**config.mk**
```make
export PLATFORM = sky130hd
export DESIGN_NAME = recorder_control_flat
export DESIGN_NICKNAME = d
export VERILOG_FILES = /design/src/rtl/recorder_control_if.sv /design/src/rtl/recorder_control.sv /design/src/flat_wrapper.sv
export SDC_FILE = /design/constraint.sdc
export NUM_CORES = 1
export LEC_CHECK = 0
export CORE_UTILIZATION = 50
export CTS_CLUSTER_SIZE = 30
export DETAILED_ROUTE_END_ITERATION = 8
export PLACE_DENSITY = 0.86
export SLEW_MARGIN = 5
export SYNTH_ARGS = -nofsm -noshare
export SYNTH_HDL_FRONTEND = slang
export SYNTH_SLANG_ARGS = --single-unit
export TNS_END_PERCENT = 5
```
**constraint.sdc**
```tcl
create_clock -name i_clk -period 5.5 [get_ports i_clk]
set_input_delay 1.1 -clock i_clk [delete_from_list [all_inputs] [get_ports i_clk]]
set_output_delay 1.1 -clock i_clk [all_outputs]
set_load 0.05 [all_outputs]
```
**src/rtl/recorder_control_if.sv**
```systemverilog
// ----------------------------------------------------------------------------
// recorder_control_if
// Groups the key pulses, mode switches, audio-core stop pulse and the
// registered outputs of recorder_control into one bundle.
//   i_key_play/stop/record/up/down : 1-cycle key pulses from the debouncers
//   i_sw_mode[1:0]                 : 00 normal, 01 slow, 10 fast, 11 normal
//   i_sw_interpol                  : slow-mode interpolation enable
//   i_stop_signal                  : end-of-data pulse from the audio core
//   o_event[15:0]                  : event word sampled by the audio core
//   o_state[2:0]                   : current control state
//   o_speed[3:0]                   : speed setting 1..8 for the display
//   o_seconds[7:0]                 : elapsed seconds for the display
// The master modport drives the inputs; the slave modport is the block.
// ----------------------------------------------------------------------------
interface recorder_control_if;
   logic        i_key_play;
   logic        i_key_stop;
   logic        i_key_record;
   logic        i_key_up;
   logic        i_key_down;
   logic [1:0]  i_sw_mode;
   logic        i_sw_interpol;
   logic        i_stop_signal;
   logic [15:0] o_event;
   logic [2:0]  o_state;
   logic [3:0]  o_speed;
   logic [7:0]  o_seconds;

   modport master (
      output i_key_play, i_key_stop, i_key_record, i_key_up, i_key_down,
      output i_sw_mode, i_sw_interpol, i_stop_signal,
      input  o_event, o_state, o_speed, o_seconds
   );

   modport slave (
      input  i_key_play, i_key_stop, i_key_record, i_key_up, i_key_down,
      input  i_sw_mode, i_sw_interpol, i_stop_signal,
      output o_event, o_state, o_speed, o_seconds
   );
endinterface

```
**src/rtl/recorder_control.sv**
```systemverilog
// ----------------------------------------------------------------------------
// recorder_control
// Command stage of the audio recorder: turns key pulses and mode switches
// into the registered 16-bit event word for the audio core, and keeps an
// elapsed-seconds counter for the display.
// Ports:
//   i_clk  : system clock
//   i_rst  : synchronous, active-high reset
//   bus    : recorder_control_if.slave (keys, switches, stop pulse, outputs)
// Parameters:
//   TICKS_PER_SEC : clock cycles per elapsed second
//   MAX_SECONDS   : recording capacity; the seconds counter saturates here
// Build option:
//   REC_AUTOSTOP_EN : when defined, RECORD returns to IDLE on the edge after
//                     the seconds counter reaches MAX_SECONDS.
// ----------------------------------------------------------------------------
module recorder_control #(
   parameter int TICKS_PER_SEC = 12000000,
   parameter int MAX_SECONDS   = 32
) (
   input  logic               i_clk,
   input  logic               i_rst,
   recorder_control_if.slave  bus
);

   localparam int TICK_W = (TICKS_PER_SEC > 1) ? $clog2(TICKS_PER_SEC) : 1;
   localparam logic [TICK_W-1:0] TICK_LAST = TICK_W'(TICKS_PER_SEC - 1);
   localparam logic [7:0] SEC_MAX = 8'(MAX_SECONDS);

   typedef enum logic [2:0] {
      IDLE         = 3'd0,
      PLAY         = 3'd1,
      PLAY_PAUSE   = 3'd2,
      RECORD       = 3'd3,
      RECORD_PAUSE = 3'd4
   } state_e;

   state_e        state_q, state_d;
   logic [3:0]    speed_q, speed_d;
   logic [TICK_W-1:0] tick_q, tick_d;
   logic [7:0]    seconds_q, seconds_d;
   logic [15:0]   event_q, event_d;
   logic          clearTimer;
   logic          stopSigEff;
   logic          keyEvent;
   logic [1:0]    modeField;
   logic [3:0]    speedField;
   logic          interpBit;

   // States in which the mode/speed/interpol fields may follow the inputs
   function automatic logic isCfgState(input state_e s);
      return (s == IDLE) || (s == PLAY_PAUSE) || (s == RECORD_PAUSE);
   endfunction

   function automatic logic [3:0] codeOf(input state_e s);
      case (s)
         PLAY:         return 4'd1;
         PLAY_PAUSE:   return 4'd2;
         RECORD:       return 4'd4;
         RECORD_PAUSE: return 4'd2;
         default:      return 4'd3;
      endcase
   endfunction

   // State register
   always_ff @(posedge i_clk) begin
      if (i_rst) begin
         state_q <= IDLE;
      end else begin
         state_q <= state_d;
      end
   end

   // Next-state logic. Keys are resolved in priority order
   // stop_signal > stop > record > play; the highest pulse present decides,
   // even when its action in the current state is "no change".
   always_comb begin
      state_d    = state_q;
      clearTimer = 1'b0;
      stopSigEff = bus.i_stop_signal && (state_q == PLAY);
      keyEvent   = stopSigEff | bus.i_key_stop | bus.i_key_record | bus.i_key_play;
      case (state_q)
         IDLE: begin
            if (!bus.i_key_stop && bus.i_key_record) begin
               state_d    = RECORD;
               clearTimer = 1'b1;
            end else if (!bus.i_key_stop && bus.i_key_play) begin
               state_d    = PLAY;
               clearTimer = 1'b1;
            end
         end
         PLAY: begin
            if (stopSigEff || bus.i_key_stop) begin
               state_d = IDLE;
            end else if (!bus.i_key_record && bus.i_key_play) begin
               state_d = PLAY_PAUSE;
            end
         end
         PLAY_PAUSE: begin
            if (bus.i_key_stop) begin
               state_d = IDLE;
            end else if (bus.i_key_record) begin
               state_d    = RECORD;
               clearTimer = 1'b1;
            end else if (bus.i_key_play) begin
               state_d = PLAY;
            end
         end
         RECORD: begin
            if (bus.i_key_stop) begin
               state_d = IDLE;
            end else if (!bus.i_key_record && bus.i_key_play) begin
               state_d = RECORD_PAUSE;
            end
`ifdef REC_AUTOSTOP_EN
            // Memory is full: stop so the core writes the data length
            if (seconds_q == SEC_MAX) begin
               state_d = IDLE;
            end
`endif
         end
         RECORD_PAUSE: begin
            if (bus.i_key_stop) begin
               state_d = IDLE;
            end else if (bus.i_key_record) begin
               state_d = RECORD;
            end else if (bus.i_key_play) begin
               state_d    = PLAY;
               clearTimer = 1'b1;
            end
         end
         default: state_d = IDLE;
      endcase
   end

   // Output logic: speed register, elapsed timer and event word
   always_comb begin
      speed_d = speed_q;
      if (!keyEvent) begin
         if (bus.i_key_up && !bus.i_key_down && speed_q != 4'd8) begin
            speed_d = speed_q + 4'd1;
         end else if (bus.i_key_down && !bus.i_key_up && speed_q != 4'd1) begin
            speed_d = speed_q - 4'd1;
         end
      end

      tick_d    = tick_q;
      seconds_d = seconds_q;
      if (clearTimer) begin
         tick_d    = '0;
         seconds_d = '0;
      end else if ((state_q == PLAY || state_q == RECORD) && seconds_q < SEC_MAX) begin
         if (tick_q == TICK_LAST) begin
            tick_d    = '0;
            seconds_d = seconds_q + 8'd1;
         end else begin
            tick_d = tick_q + TICK_W'(1);
         end
      end

      // Mode 11 is reported as normal; normal forces speed 1, slow never
      // runs at 1 (the core would not interpolate), interpol is slow-only.
      case (bus.i_sw_mode)
         2'b01:   modeField = 2'b01;
         2'b10:   modeField = 2'b10;
         default: modeField = 2'b00;
      endcase
      if (modeField == 2'b00) begin
         speedField = 4'd1;
      end else if (modeField == 2'b01 && speed_d == 4'd1) begin
         speedField = 4'd2;
      end else begin
         speedField = speed_d;
      end
      interpBit = bus.i_sw_interpol && (modeField == 2'b01);

      // The configuration fields stay frozen while the core is actively
      // playing or recording; they update on entry to or exit from those.
      event_d        = event_q;
      event_d[15:12] = codeOf(state_d);
      if (isCfgState(state_q) || isCfgState(state_d)) begin
         event_d[11:0] = {modeField, speedField, interpBit, 5'b00000};
      end
   end

   // Datapath registers
   always_ff @(posedge i_clk) begin
      if (i_rst) begin
         speed_q   <= 4'd1;
         tick_q    <= '0;
         seconds_q <= '0;
         event_q   <= 16'h3040;
      end else begin
         speed_q   <= speed_d;
         tick_q    <= tick_d;
         seconds_q <= seconds_d;
         event_q   <= event_d;
      end
   end

   assign bus.o_event   = event_q;
   assign bus.o_state   = state_q;
   assign bus.o_speed   = speed_q;
   assign bus.o_seconds = seconds_q;

endmodule

```
**src/flat_wrapper.sv**
```systemverilog
// flat-port wrapper written by rule: the top's interface ports become plain ports
module recorder_control_flat 
#(
   parameter int TICKS_PER_SEC = 12000000,
   parameter int MAX_SECONDS   = 32
)
  (i_clk, i_rst, bus_i_key_play, bus_i_key_stop, bus_i_key_record, bus_i_key_up, bus_i_key_down, bus_i_sw_mode, bus_i_sw_interpol, bus_i_stop_signal, bus_o_event, bus_o_state, bus_o_speed, bus_o_seconds);
  recorder_control_if bus_i ();
  input  logic i_clk;
  input  logic i_rst;
  input wire logic [$bits(bus_i.i_key_play)-1:0] bus_i_key_play;
  input wire logic [$bits(bus_i.i_key_stop)-1:0] bus_i_key_stop;
  input wire logic [$bits(bus_i.i_key_record)-1:0] bus_i_key_record;
  input wire logic [$bits(bus_i.i_key_up)-1:0] bus_i_key_up;
  input wire logic [$bits(bus_i.i_key_down)-1:0] bus_i_key_down;
  input wire logic [$bits(bus_i.i_sw_mode)-1:0] bus_i_sw_mode;
  input wire logic [$bits(bus_i.i_sw_interpol)-1:0] bus_i_sw_interpol;
  input wire logic [$bits(bus_i.i_stop_signal)-1:0] bus_i_stop_signal;
  output wire logic [$bits(bus_i.o_event)-1:0] bus_o_event;
  output wire logic [$bits(bus_i.o_state)-1:0] bus_o_state;
  output wire logic [$bits(bus_i.o_speed)-1:0] bus_o_speed;
  output wire logic [$bits(bus_i.o_seconds)-1:0] bus_o_seconds;
  assign bus_i.i_key_play = bus_i_key_play;
  assign bus_i.i_key_stop = bus_i_key_stop;
  assign bus_i.i_key_record = bus_i_key_record;
  assign bus_i.i_key_up = bus_i_key_up;
  assign bus_i.i_key_down = bus_i_key_down;
  assign bus_i.i_sw_mode = bus_i_sw_mode;
  assign bus_i.i_sw_interpol = bus_i_sw_interpol;
  assign bus_i.i_stop_signal = bus_i_stop_signal;
  assign bus_o_event = bus_i.o_event;
  assign bus_o_state = bus_i.o_state;
  assign bus_o_speed = bus_i.o_speed;
  assign bus_o_seconds = bus_i.o_seconds;
  recorder_control #(.TICKS_PER_SEC(TICKS_PER_SEC), .MAX_SECONDS(MAX_SECONDS)) u_core (.i_clk(i_clk), .i_rst(i_rst), .bus(bus_i));
endmodule
```
Yosys cells after proc, flatten, opt, wreduce, memory -nomap -nowiden

Index checks and enable logic that the tools add are counted.
W data, S select, Z words.

$add $sub $neg: 4
Magnitude comparators: 1
Equality and inequality tests: 15
Muxes and demuxes: 26
Bitwise operators: 3
Reductions and logical operators: 29

Operator list:

| cell                    | count |
|---|---|
| $mux W3                 | 9 |
| $add A24 B1 Y24 const B | 1 |
| $eq A24 B24 Y1 const B  | 1 |
| $mux W24                | 1 |
| $mux W4                 | 5 |
| $eq A3 B2 Y1 const B    | 4 |
| $pmux W3 S4             | 1 |
| $logic_and A1 B1 Y1     | 11 |
| $pmux W3 S3             | 1 |
| $add A8 B1 Y8 const B   | 1 |
| $lt A8 B6 Y1 const B    | 1 |
| $logic_or A1 B1 Y1      | 7 |
| $mux W1                 | 7 |
| $eq A3 B1 Y1 const B    | 2 |
| $eq A3 B3 Y1 const B    | 2 |
| $logic_not A3 Y1        | 2 |
| $reduce_or A2 Y1        | 3 |
| $add A4 B1 Y4 const B   | 1 |
| $eq A2 B1 Y1 const B    | 2 |
| $eq A4 B1 Y1 const B    | 1 |
| $logic_not A1 Y1        | 4 |
| $ne A4 B1 Y1 const B    | 1 |
| $ne A4 B4 Y1 const B    | 1 |
| $pmux W2 S2             | 1 |
| other kinds (6)         | 8 |

Bits in registers: 50
Input bits: 11
Output and inout bits: 31
Logic and storage cells: 84

Longest topological paths before layout

Depth in word-level cells: 10
Mapped depth: 8

Worst setup path after synthesis

No wires, ideal clock.

Path kind: input-to-reg
Start point: input port bus_i_stop_signal
End point: register u_core.event_q[8], in the netlist u_core.bus.o_event[8]
Arrival: 2.627 ns
Path slack: 2.803 ns
Stages: 6
Buffers on the path: 0
Cell sequence: nor2b_1 -> a2111o_1 -> a221o_1 -> xor2_1 -> or3_1 -> a21oi_1

Cells in the longest elaborated chain, start to end: 9
Elaborated cells between the ends (all ways): 18

RTL lines:

| element                   | line                    | text |
|---|---|---|
| start: declaration        | flat_wrapper.sv:18      | `input wire logic [$bits(bus_i.i_stop_signal)-1:0] bus_i_stop_signal;` |
| $logic_and A1 B1 Y1 *     | recorder_control.sv:80  | `stopSigEff = bus.i_stop_signal && (state_q == PLAY);` |
| $or A1 B1 Y1 (3 in a row) | recorder_control.sv:81  | `keyEvent = stopSigEff \| bus.i_key_stop \| bus.i_key_record \| bus.i_key_play;` |
| $mux W4                   | recorder_control.sv:139 | `if (!keyEvent) begin` |
| $eq A4 B1 Y1              | recorder_control.sv:170 | `end else if (modeField == 2'b01 && speed_d == 4'd1) begin` |
| $logic_and A1 B1 Y1       | recorder_control.sv:170 |  |
| $mux W4                   | recorder_control.sv:170 |  |
| $mux W4                   | recorder_control.sv:168 | `if (modeField == 2'b00) begin` |
| end signal: assignment    | recorder_control.sv:197 | `event_q <= event_d;` |
| end: declaration          | recorder_control.sv:42  | `logic [15:0] event_q, event_d;` |

Every way passes the cells marked *; elsewhere a longest branch is shown, timed or not.
A chain may end at the register's enable or synchronous reset.

Worst setup path in the final report

Start point: input port bus_i_stop_signal
End point: register u_core.event_q[6], in the netlist u_core.bus.o_event[6]

The elaborated chain is that of the path after synthesis.

==> impl_metrics.env <==
export IMPL_run_status="finished clean"
export IMPL_setup_worst_path_class="in2reg"
export IMPL_cts_made_buffers=5
export IMPL_clock_latency_ns=0.29
export IMPL_post_cts_resized_instances=0
export IMPL_place_port_buffers=35
export IMPL_final_net_count=344
export IMPL_avgRoutedWirePerCell_um=12.8
export IMPL_drt_antenna_violating_nets=0
export IMPL_setup_viol=0
export IMPL_placeable_area_sq_um=4750
export IMPL_postSynth_asyncResetShare_pct=0
export IMPL_synth_seq_cells=49
export IMPL_max_slew_margin_pct=47.0
export IMPL_tightest_slew_ns=0.785
export IMPL_swShare_pct=27.3
export IMPL_p_leak_uw=0.00105
export IMPL_layout_drive_gt1_share_pct=6.73
export IMPL_p_per_area_nw_per_um2=228
export IMPL_fin_crit_ns=3.02
export IMPL_portion_of_total_power_attributed_to_the_clock_network_pct=29.6
export IMPL_drt_pre_antenna_iters=5
export IMPL_crit_path_max_fanout=5
export IMPL_synth_simple_area_share_pct=30.5
export IMPL_grt_busiest_layer="met2"
export IMPL_fp_dieW_um=72.4
export IMPL_grt_pass1_vias=1980
export IMPL_grt_max_degree=21
export IMPL_layout_worst_path_cycle_share_pct=54.8
export IMPL_post_synth_num_cell_types=52
export IMPL_global_route_overflow_total=0
export IMPL_diodes=0
export IMPL_clock_fmax_ghz=0.332
export IMPL_drt_vias_per_instance=5.27
export IMPL_number_of_enable_flip_flop_cells_after_synthesis=0
export IMPL_hpwl_mm=3.72
export IMPL_clock_path_buffers=2
export IMPL_peakVddDrop_v=0.000141
export IMPL_die_height_um=72.4
export IMPL_synth_top_family_by_area="simple AND/OR/NAND/NOR gates"
export IMPL_ys_flop_type="dfxtp_1"
export IMPL_synthesis_instances=293
export IMPL_finClkSkew_ns=0.00614
export IMPL_synth_compound_area_share_pct=9.71
export IMPL_postCtsSetupBuffers=0
export IMPL_num_rows=25
export IMPL_yosys_area_share_adder_pct=3.54
export IMPL_cts_num_sinks=49
export IMPL_finalWeightedCongestion=0.932
export IMPL_first_pass_grt_wire_length_mm=8.62
export IMPL_totalNegativeSetupSlack_ns=0
export IMPL_route_detailed_drc=0
export IMPL_finalWirelength_mm=5.03
export IMPL_maxCapViolCount=0
export IMPL_first_iter_violations=189
export IMPL_p_total_uw=665
export IMPL_setup_repair_after_global_routing_missed_its_margin="no"
export IMPL_arrival_ns=3.20
export IMPL_dp_cells=386
export IMPL_area_enclosed_by_the_die_boundary_sq_um=5240
export IMPL_synth_cell_area_sq_um=2470
export IMPL_met3_usage_pct=3.75
export IMPL_synth_area_mux_share_pct=1.21
export IMPL_globalRouteMet2Util_pct=36.8
export IMPL_place_ws_ns=2.24
export IMPL_combPwrFrac_pct=15.1
export IMPL_share_seq_of_total_power_pct=55.3
export IMPL_hold_violations=0
export IMPL_final_cell_mix="49 x nor2_1, 49 x dfxtp_1, 35 x clkdlybuf4s50_1"
export IMPL_sort_of_element_at_the_start_of_the_critical_path="primary input"
export IMPL_post_route_cell_area_sq_um=2920
export IMPL_cp_end_kind="flip-flop"
export IMPL_vias=2075
export IMPL_yosys_area_share_xor_xnor_pct=9.20
export IMPL_clkSlewWorstSetupHoldPaths_ns=0.08
export IMPL_sequential_cell_area_fraction_in_the_yosys_report_pct=39.6
export IMPL_critical_path_rt_ns=5.69
export IMPL_drv_slew=0
export IMPL_grt_met1_usage_pct=25.6
export IMPL_antenna_found_initial=0
export IMPL_area_growth_pct=17.8
export IMPL_min_path_type="reg2reg"
export IMPL_finalWorstSetupSlack_ns=2.48
export IMPL_power_internal_uw=483
export IMPL_syn_avg_cell_area_sq_um=8.45
export IMPL_grt_usage_pct=20.7
export IMPL_placement_cell_area_sq_um=2830
export IMPL_yosysWarningCount=0
export IMPL_initial_utilization_pct=52.1
export IMPL_cts_hold_buffers=0
export IMPL_layoutNonFillerInstCount=394
export IMPL_io_pin_count=42
export IMPL_tritoncts="yes"
export IMPL_ctsRootBufferMaster="clkbuf_8"
export IMPL_switchingPower_uw=181
export IMPL_clock_tree_htree_level_count=2
## critical path: stages
cell             delay [ns]
clkdlybuf4s50_1        0.42
nor2b_1                0.17
a2111o_1               0.49
a21o_2                 0.24
a2111oi_0              0.36
o211ai_1               0.19
o22a_1                 0.23
## cells by family after synthesis
| family | Yosys count |
|---|---|
| simple gates | 141 |
| flops | 49 |
| compound gates | 37 |
| buf+inv | 29 |
| xor+xnor | 26 |
| fa+ha+maj | 7 |
| mux | 3 |
| other cells | 1 |
## per-stage QoR
| stage | utilization [%] | hold WS [ns] |
|---|---|---|
| finish | 61.3 | 0.459 |
| global route | 61.3 | 0.475 |
| detailed placement | 59.6 | 0.453 |
| global placement | 59.6 | 0.444 |
| floorplan | - | 0.466 |
| CTS | 61.3 | 0.466 |
## power groups by stage
stage / clock (uW) / combinational, uW / sequential, uW
floorplan: 0 / 53.8 / 395
finish: 197 / 100 / 368
CTS: 205 / 99.3 / 368
global route: 219 / 108 / 369
global placement: 0 / 96.6 / 376
detailed placement: 0 / 98.2 / 376
## per-layer routing
metal	up-vias	part of all wire (%)
met1	946	44
met2	75	49
met4	0	0.66
met5	-	0
li1	1050	-
met3	4	6.3
## cell usage after synthesis (2+ instances only)
| library cell | instances | share of area, % |
|---|---|---|
| inv_1 | 15 | 2.3 |
| nor4_1 | 2 | 0.51 |
| and2_1 | 2 | 0.51 |
| nor4b_1 | 2 | 0.71 |
| or3_1 | 5 | 1.3 |
| nor2_1 | 49 | 7.4 |
| a31oi_1 | 3 | 0.76 |
| a21oi_1 | 11 | 2.2 |
| a21o_2 | 2 | 0.71 |
| nand2b_1 | 8 | 2.0 |
| and4_1 | 2 | 0.71 |
| nand4_1 | 6 | 1.5 |
| buf_2 | 3 | 0.61 |
| and3_1 | 6 | 1.5 |
| nand3_1 | 12 | 2.4 |
| clkbuf_1 | 3 | 0.45 |
| a21o_1 | 2 | 0.61 |
| or4_1 | 2 | 0.61 |
| o221ai_1 | 2 | 0.71 |
| or3_2 | 2 | 0.61 |
| nor3_1 | 7 | 1.4 |
| and2b_2 | 3 | 1.1 |
| buf_4 | 6 | 1.8 |
| o21ai_0 | 9 | 1.8 |
| ha_1 | 7 | 3.5 |
| xor2_1 | 10 | 3.5 |
| nand2_1 | 22 | 3.3 |
| mux2i_1 | 3 | 1.2 |
| xnor2_1 | 16 | 5.7 |
| dfxtp_1 | 49 | 40 |
## final timing paths
path,from,cells past startpoint,end,slack [ns]
hold reg to reg,u_core.bus.o_event[11]$_SDFFE_PP0P_,2,u_core.bus.o_event[11]$_SDFFE_PP0P_,0.46
setup / recovery,bus_i_stop_signal,7,u_core.bus.o_event[6]$_SDFFE_PP1P_,2.48
setup reg to reg,u_core.bus.o_state[0]$_SDFF_PP0_,5,u_core.tick_q[3]$_SDFFE_PP0P_,3.01
hold / removal,u_core.bus.o_event[11]$_SDFFE_PP0P_,2,u_core.bus.o_event[11]$_SDFFE_PP0P_,0.46
## registers in the layout, summed over array words and instances, names as in the netlist
| signal | count |
|---|---|
| u_core.bus.o_event | 10 |
| u_core.bus.o_seconds | 8 |
| u_core.bus.o_speed | 4 |
| u_core.bus.o_state | 3 |
| u_core.tick_q | 24 |
## final cells by class
type | count | area [sq um]
Sequential cell | 49 | 981
Fill cell | 433 | 1840
Clock buffer | 6 | 72.6
Tap cell | 67 | 83.8
Inverter | 15 | 56.3
Timing Repair Buffer | 35 | 350
Multi-Input combinational cell | 220 | 1360
Clock inverter | 2 | 10.0
Power figures use the tool's default switching activity.
